$ cat src/rtl/dmem_arbiter.sv
// dmem_arbiter: shares a single-port data memory between a priority port A and a burst-capable port B.
// Optional build macro DMEM_ARB_STATS_EN adds a saturating 16-bit contention counter (Conflicts).
`default_nettype none

module dmem_arbiter #(
   parameter int AW       = 8,
   parameter int DW       = 8,
   parameter int MAX_WAIT = 4
) (
   input  logic          Clk,
   input  logic          Reset,
   input  logic          A_Req,
   input  logic          A_We,
   input  logic [AW-1:0] A_Addr,
   input  logic [DW-1:0] A_Wdata,
   output logic          A_Gnt,
   output logic [DW-1:0] A_Rdata,
   input  logic          B_Req,
   input  logic          B_We,
   input  logic [AW-1:0] B_Addr,
   input  logic [DW-1:0] B_Wdata,
   input  logic          B_Lock,
   output logic          B_Gnt,
   output logic [DW-1:0] B_Rdata,
   output logic [AW-1:0] Mem_Addr,
   output logic [DW-1:0] Mem_Wdata,
   output logic          Mem_WriteEn,
   input  logic [DW-1:0] Mem_Rdata
`ifdef DMEM_ARB_STATS_EN
   ,
   output logic [15:0]   Conflicts
`endif
);

   typedef enum logic [0:0] {
      ARB   = 1'b0,
      BLOCK = 1'b1
   } state_t;

   localparam logic [3:0] WAIT_LIMIT = 4'(MAX_WAIT);

   state_t     st, st_next;
   logic [3:0] wcnt, wcnt_next;
   logic       a_gnt, b_gnt;

   always_ff @(posedge Clk) begin
      if (!Reset) begin
         st   <= ARB;
         wcnt <= '0;
      end else begin
         st   <= st_next;
         wcnt <= wcnt_next;
      end
   end

   // Grant and state decode; B keeps the grant on the cycle it drops B_Lock.
   always_comb begin
      st_next = st;
      a_gnt   = 1'b0;
      b_gnt   = 1'b0;
      case (st)
         ARB: begin
            b_gnt = B_Req & (!A_Req | (wcnt == WAIT_LIMIT));
            a_gnt = A_Req & !b_gnt;
            if (b_gnt & B_Lock) st_next = BLOCK;
         end
         BLOCK: begin
            b_gnt = B_Req;
            if (!(B_Req & B_Lock)) st_next = ARB;
         end
         default: st_next = ARB;
      endcase
   end

   always_comb begin
      wcnt_next = wcnt;
      if (b_gnt | !B_Req)
         wcnt_next = '0;
      else if (wcnt >= WAIT_LIMIT)
         wcnt_next = WAIT_LIMIT;
      else
         wcnt_next = wcnt + 4'd1;
   end

   always_comb begin
      Mem_Addr    = '0;
      Mem_Wdata   = '0;
      Mem_WriteEn = 1'b0;
      if (b_gnt) begin
         Mem_Addr    = B_Addr;
         Mem_Wdata   = B_Wdata;
         Mem_WriteEn = B_We;
      end else if (a_gnt) begin
         Mem_Addr    = A_Addr;
         Mem_Wdata   = A_Wdata;
         Mem_WriteEn = A_We;
      end
   end

   assign A_Gnt   = a_gnt;
   assign B_Gnt   = b_gnt;
   assign A_Rdata = Mem_Rdata;
   assign B_Rdata = Mem_Rdata;

`ifdef DMEM_ARB_STATS_EN
   logic [15:0] conflicts;

   always_ff @(posedge Clk) begin
      if (!Reset)
         conflicts <= '0;
      else if (A_Req & B_Req & (conflicts != 16'hFFFF))
         conflicts <= conflicts + 16'd1;
   end

   assign Conflicts = conflicts;
`endif

endmodule

`default_nettype wire

$ cat config.mk
export PLATFORM = sky130hd
export DESIGN_NAME = dmem_arbiter
export DESIGN_NICKNAME = d
export VERILOG_FILES = /design/src/rtl/dmem_arbiter.sv
export SDC_FILE = /design/constraint.sdc
export NUM_CORES = 1
export LEC_CHECK = 0
export CAP_MARGIN = 20
export CORE_MARGIN = 2
export CORE_UTILIZATION = 42
export CTS_BUF_LIST = sky130_fd_sc_hd__clkbuf_16
export DETAILED_ROUTE_END_ITERATION = 8
export DONT_BUFFER_PORTS = 1
export SLEW_MARGIN = 20
export SYNTH_ARGS = -nofsm -noshare
export SYNTH_HDL_FRONTEND = slang
export SYNTH_SLANG_ARGS = --single-unit
$ cat constraint.sdc
create_clock -name Clk -period 5.34 [get_ports Clk]
set_clock_uncertainty 0.15 [all_clocks]
set_input_delay 1.068 -clock Clk [delete_from_list [all_inputs] [get_ports Clk]]
set_output_delay 1.068 -clock Clk [all_outputs]
set_load 0.005 [all_outputs]
# Word-level counts from Yosys, hierarchy flattened
# Index checks and enable logic that the tools add are counted.
[word_totals]
register_bits = 5
out_inout_bits = 35
wordCells = 31
[op_classes]
add_sub_neg = 1
magnitude_cmp = 1
eq_ne = 1
mux = 12
bitwise = 8
n_reduce_logical = 5
[ops]
columns = ["op", "count"]
rows = [
  ["8-bit 2-to-1 mux", 4],
  ["1-bit 2-to-1 mux", 5],
  ["4-bit by 1-bit adder with 4-bit output (second input constant)", 1],
  ["1-bit AND", 4],
  ["4-bit by 3-bit equality test with 1-bit output (second input constant)", 1],
  ["4-bit by 3-bit greater-or-equal comparator with 1-bit output (second input constant)", 1],
  ["1-bit one-hot mux with 2 select lines", 2],
  ["1-bit zero test", 3],
  ["3-bit 2-to-1 mux", 1],
  ["3-bit OR reduction", 1],
  ["1-bit inverter", 2],
  ["1-bit OR", 2],
  ["2-bit OR reduction", 1],
]

# Logic depth before layout (Yosys ltp)
[logic_depth]
depth_word = 8
ltp_mapped = 7

# Least setup slack after synthesis
# No wires, ideal clock.
[synth_timing]
path_type = "input port to output port"
startpoint = "input A_Req"
endpoint = "output Mem_Addr[0]"
arrival_time_ns = 1.817
required_ns = 4.122
slack_ns = 2.305
cell_stages = 4
cell_sequence = "and2b_1 a21oi_4 buf_4 a22o_1"
[synth_between]
word_cells_on_any_way = 9
classes_between = "mux (4); bitwise (3); reduce/logical (2)"
[synth_lines]
columns = ["item", "line_no", "rtl"]
rows = [
  ["from (decl)", "12", "input logic A_Req,"],
  ["1-bit zero test", "63", "b_gnt = B_Req & (!A_Req | (wcnt == WAIT_LIMIT));"],
  ["1-bit OR", "63", ""],
  ["1-bit AND", "63", ""],
  ["1-bit one-hot mux with 2 select lines", "61", "case (st)"],
  ["via B_Gnt", "23", "output logic B_Gnt,"],
  ["8-bit 2-to-1 mux", "89", "if (b_gnt) begin"],
  ["to (decl)", "25", "output logic [AW-1:0] Mem_Addr,"],
]
# The timed path passes the listed nets, and every way through them passes these cells.

# Worst setup path after layout
[layout_timing]
startpoint = "input A_Req"
endpoint = "output Mem_Wdata[7]"
[layout_between]
elab_chain_cells = 8
word_cells_on_any_way = 9
classes_between = "mux (4); bitwise (3); reduce/logical (2)"
[layout_rtl]
columns = ["item", "line_no", "rtl"]
rows = [
  ["1-bit zero test", "63", ""],
  ["1-bit OR", "63", ""],
  ["1-bit AND", "63", ""],
  ["1-bit zero test", "64", "a_gnt = A_Req & !b_gnt;"],
  ["1-bit AND (*)", "64", ""],
  ["1-bit 2-to-1 mux (*)", "61", ""],
  ["via A_Gnt", "16", "output logic A_Gnt,"],
  ["8-bit 2-to-1 mux (*)", "93", "end else if (a_gnt) begin"],
  ["8-bit 2-to-1 mux (*)", "89", ""],
  ["to (decl)", "26", "output logic [DW-1:0] Mem_Wdata,"],
]
# The timed path passes the listed nets; every way through them passes the cells marked *.

==> flow_summary.json <==
{
  "status": "finished clean",
  "wl_per_cell_um": 16.9,
  "async_flop_share": 0,
  "clkPwrFrac": 0.653,
  "postSynthCellCount": 60,
  "maxCapViolations": 0,
  "critPathMaxStageDelay_ns": 0.52,
  "synthTopCellsByArea": "buf_4 (23%), dfxtp_1 (18%), a22o_2 (15%)",
  "post-route-min-period_ns": 3.27,
  "numClockSinks": 5,
  "vias": 379,
  "htree_levels": 1,
  "wl_um": 1010,
  "p_leak_uw": 0.000216,
  "hold_path_class": "flip-flop to flip-flop",
  "p_seq_frac": 0.217,
  "path_clk_slew_ns": 0.03,
  "crit_type": "input pin to primary output",
  "top_level_ports": 82,
  "final-hold-violation-count": 0,
  "synth.distinct_cells": 19,
  "yosys_warnings": 0,
  "cp_slowest_cell": "o21a_1",
  "die_w_um": 40.2,
  "place_ws_ns": 2.07,
  "grt_setup_unrepaired": "false",
  "grt_max_degree": 19,
  "drv_slew": 0,
  "via_per_inst": 6.32,
  "finalCritPeriodShare": 0.612,
  "p_sw_uw": 35.9,
  "dieArea_um2": 1620,
  "combPwrFrac": 0.130,
  "num_rows": 13,
  "synth-main-ff-cell": "dfxtp_1",
  "ys_ff_latch": 5,
  "tightest_slew_ns": 0.575,
  "setup_tns_ns": 0,
  "layout-drive-gt1-share": 0.289,
  "grt_use_total": 0.107,
  "p_per_area_nw_per_um2": 369,
  "first_pass_iters": 2,
  "dp_hpwl_um": 812,
  "port_buffers": 0,
  "vdd_drop_max_v": 0.000233,
  "syn_area_per_cell_um2": 9.20,
  "drtAntennaViolNets": 0,
  "nNetsFinal": 95,
  "insertion_delay_ns": 0.23,
  "die_height_um": 40.2,
  "coreArea_um2": 1270,
  "crit_required_ns": 4.12,
  "start_kind": "input pin",
  "initial_core_util": 0.435,
  "syn_nets": 109,
  "critical_path.endpoint_type": "primary output",
  "ctsRootBufferMaster": "clkbuf_16",
  "slew_headroom": 0.617,
  "antenna_found_initial": 0,
  "worstPathCellList": "and2b_1, o21a_1, a22o_2",
  "crit_buf_inv": 0,
  "cts_tree": "done",
  "place_congestion": 0.633,
  "synth_edf_count": 0,
  "syn_area_um2": 552,
  "arrival_ns": 2.05,
  "ys_top_cells_by_count": "buf_4 (17), a22o_1 (9), a22o_2 (8), dfxtp_1 (5), inv_1 (4)",
  "cts_hold_buf": 0,
  "p_int_uw": 147,
  "synth.most_common_cell": "buf_4",
  "post-synth-top-area-cell": "buf_4",
  "post_cts_buffers": 0,
  "num-fill-cells": 127,
  "cts_buffer_depth": 2,
  "cpLargestDelayFamily": "compound AO/OA/AOI/OAI gates",
  "gr-total-overflow": 0,
  "cts_made_buffers": 3,
  "antenna-diode-count": 0,
  "drtIter0Drc": 5,
  "route.detailed.drc": 0,
  "synth_top_area_share": 0.231,
  "path_max_fanout": 18,
  "yosysSeqAreaShare": 0.181,
  "switching_share": 0.196,
  "grt_pass1_vias": 266,
  "finalWorstSetupSlack_ns": 2.07,
  "finalSetupViolCount": 0,
  "grt_pass1_wl_um": 1040,
  "syn_to_final_growth_pct": -10.2,
  "cts_resized": 0,
  "clock.fmax_mhz": 306
}
==> worst reg2reg max path, delay by kind of cell (launching register included) <==
kind	cells	cell delay, ns
and+or+nand+nor	3	0.70
DFF	1	0.28
==> per-stage QoR <==
step	utilization	cells	total power, µW	cell area [µm²]	hold WS, ns
6_report	0.391	60	183	495	0.318
4_1_cts	0.391	60	186	495	0.323
2_1_floorplan	-	60	74.5	552	0.279
3_3_place_gp	0.328	56	63.8	417	0.303
3_5_place_dp	0.328	56	64.2	417	0.319
5_1_grt	0.391	60	193	495	0.341
==> registers in the layout (all words and copies together), names as in the netlist <==
signal  count
st          1
wcnt        4
==> cell type report <==
cell class	instances	area, µm²	area share
Clock buffer	3	75.1	0.152
Clock inverter	1	3.75	0.00758
Inverter	4	15.0	0.0303
Multi-Input combinational cell	32	283	0.571
Sequential cell	5	100	0.202
Tap cell	15	18.8	0.0379
==> worst paths after layout <==
check / end / start / depth (start not counted) / slack (ns)
max: Mem_Wdata[7] / A_Req / 3 / 2.07
min reg2reg: wcnt[0] / wcnt[0] / 1 / 0.32
max reg2reg: wcnt[1] / st / 3 / 4.10
min: wcnt[0] / wcnt[0] / 1 / 0.32
==> cells in the final DEF (no fill, tap or decap), drive strengths merged <==
cell,count
a22o,17
inv,5
dfxtp,5
clkbuf,3
a21oi,3
nand3,2
ha,2
and2b,1
nand3b,1
o21a,1
nor4b,1
nand2,1
o21ai,1
nor4,1
conb,1
==> per-layer routing <==
layer	global-route usage	part of all wire
met5	0	0
met3	0.0222	0.16
met1	0.0990	0.31
met2	0.181	0.50
met4	0.125	0.021
==> logic make-up (layout without fill, tap and decap cells) <==
group | count (synthesis) | count (layout) | synth area share
buf+inv | 23 | 8 | 0.306
compound gates | 22 | 22 | 0.358
simple gates | 7 | 7 | 0.102
flops | 5 | 5 | 0.181
fa+ha+maj | 2 | 2 | 0.0453
other cells | 1 | 1 | 0.00680
==> power groups by stage <==
stage / logic (µW) / clock network (µW) / registers (µW)
final: 23.8 / 119 / 39.7
after global routing: 27.4 / 126 / 39.8
after floorplan: 34.5 / 0 / 40.0
after CTS: 24.1 / 122 / 39.6
after global placement: 23.7 / 0 / 40.1
after detailed placement: 24.0 / 0 / 40.2
Note: power is estimated with default switching activity, not from simulation.
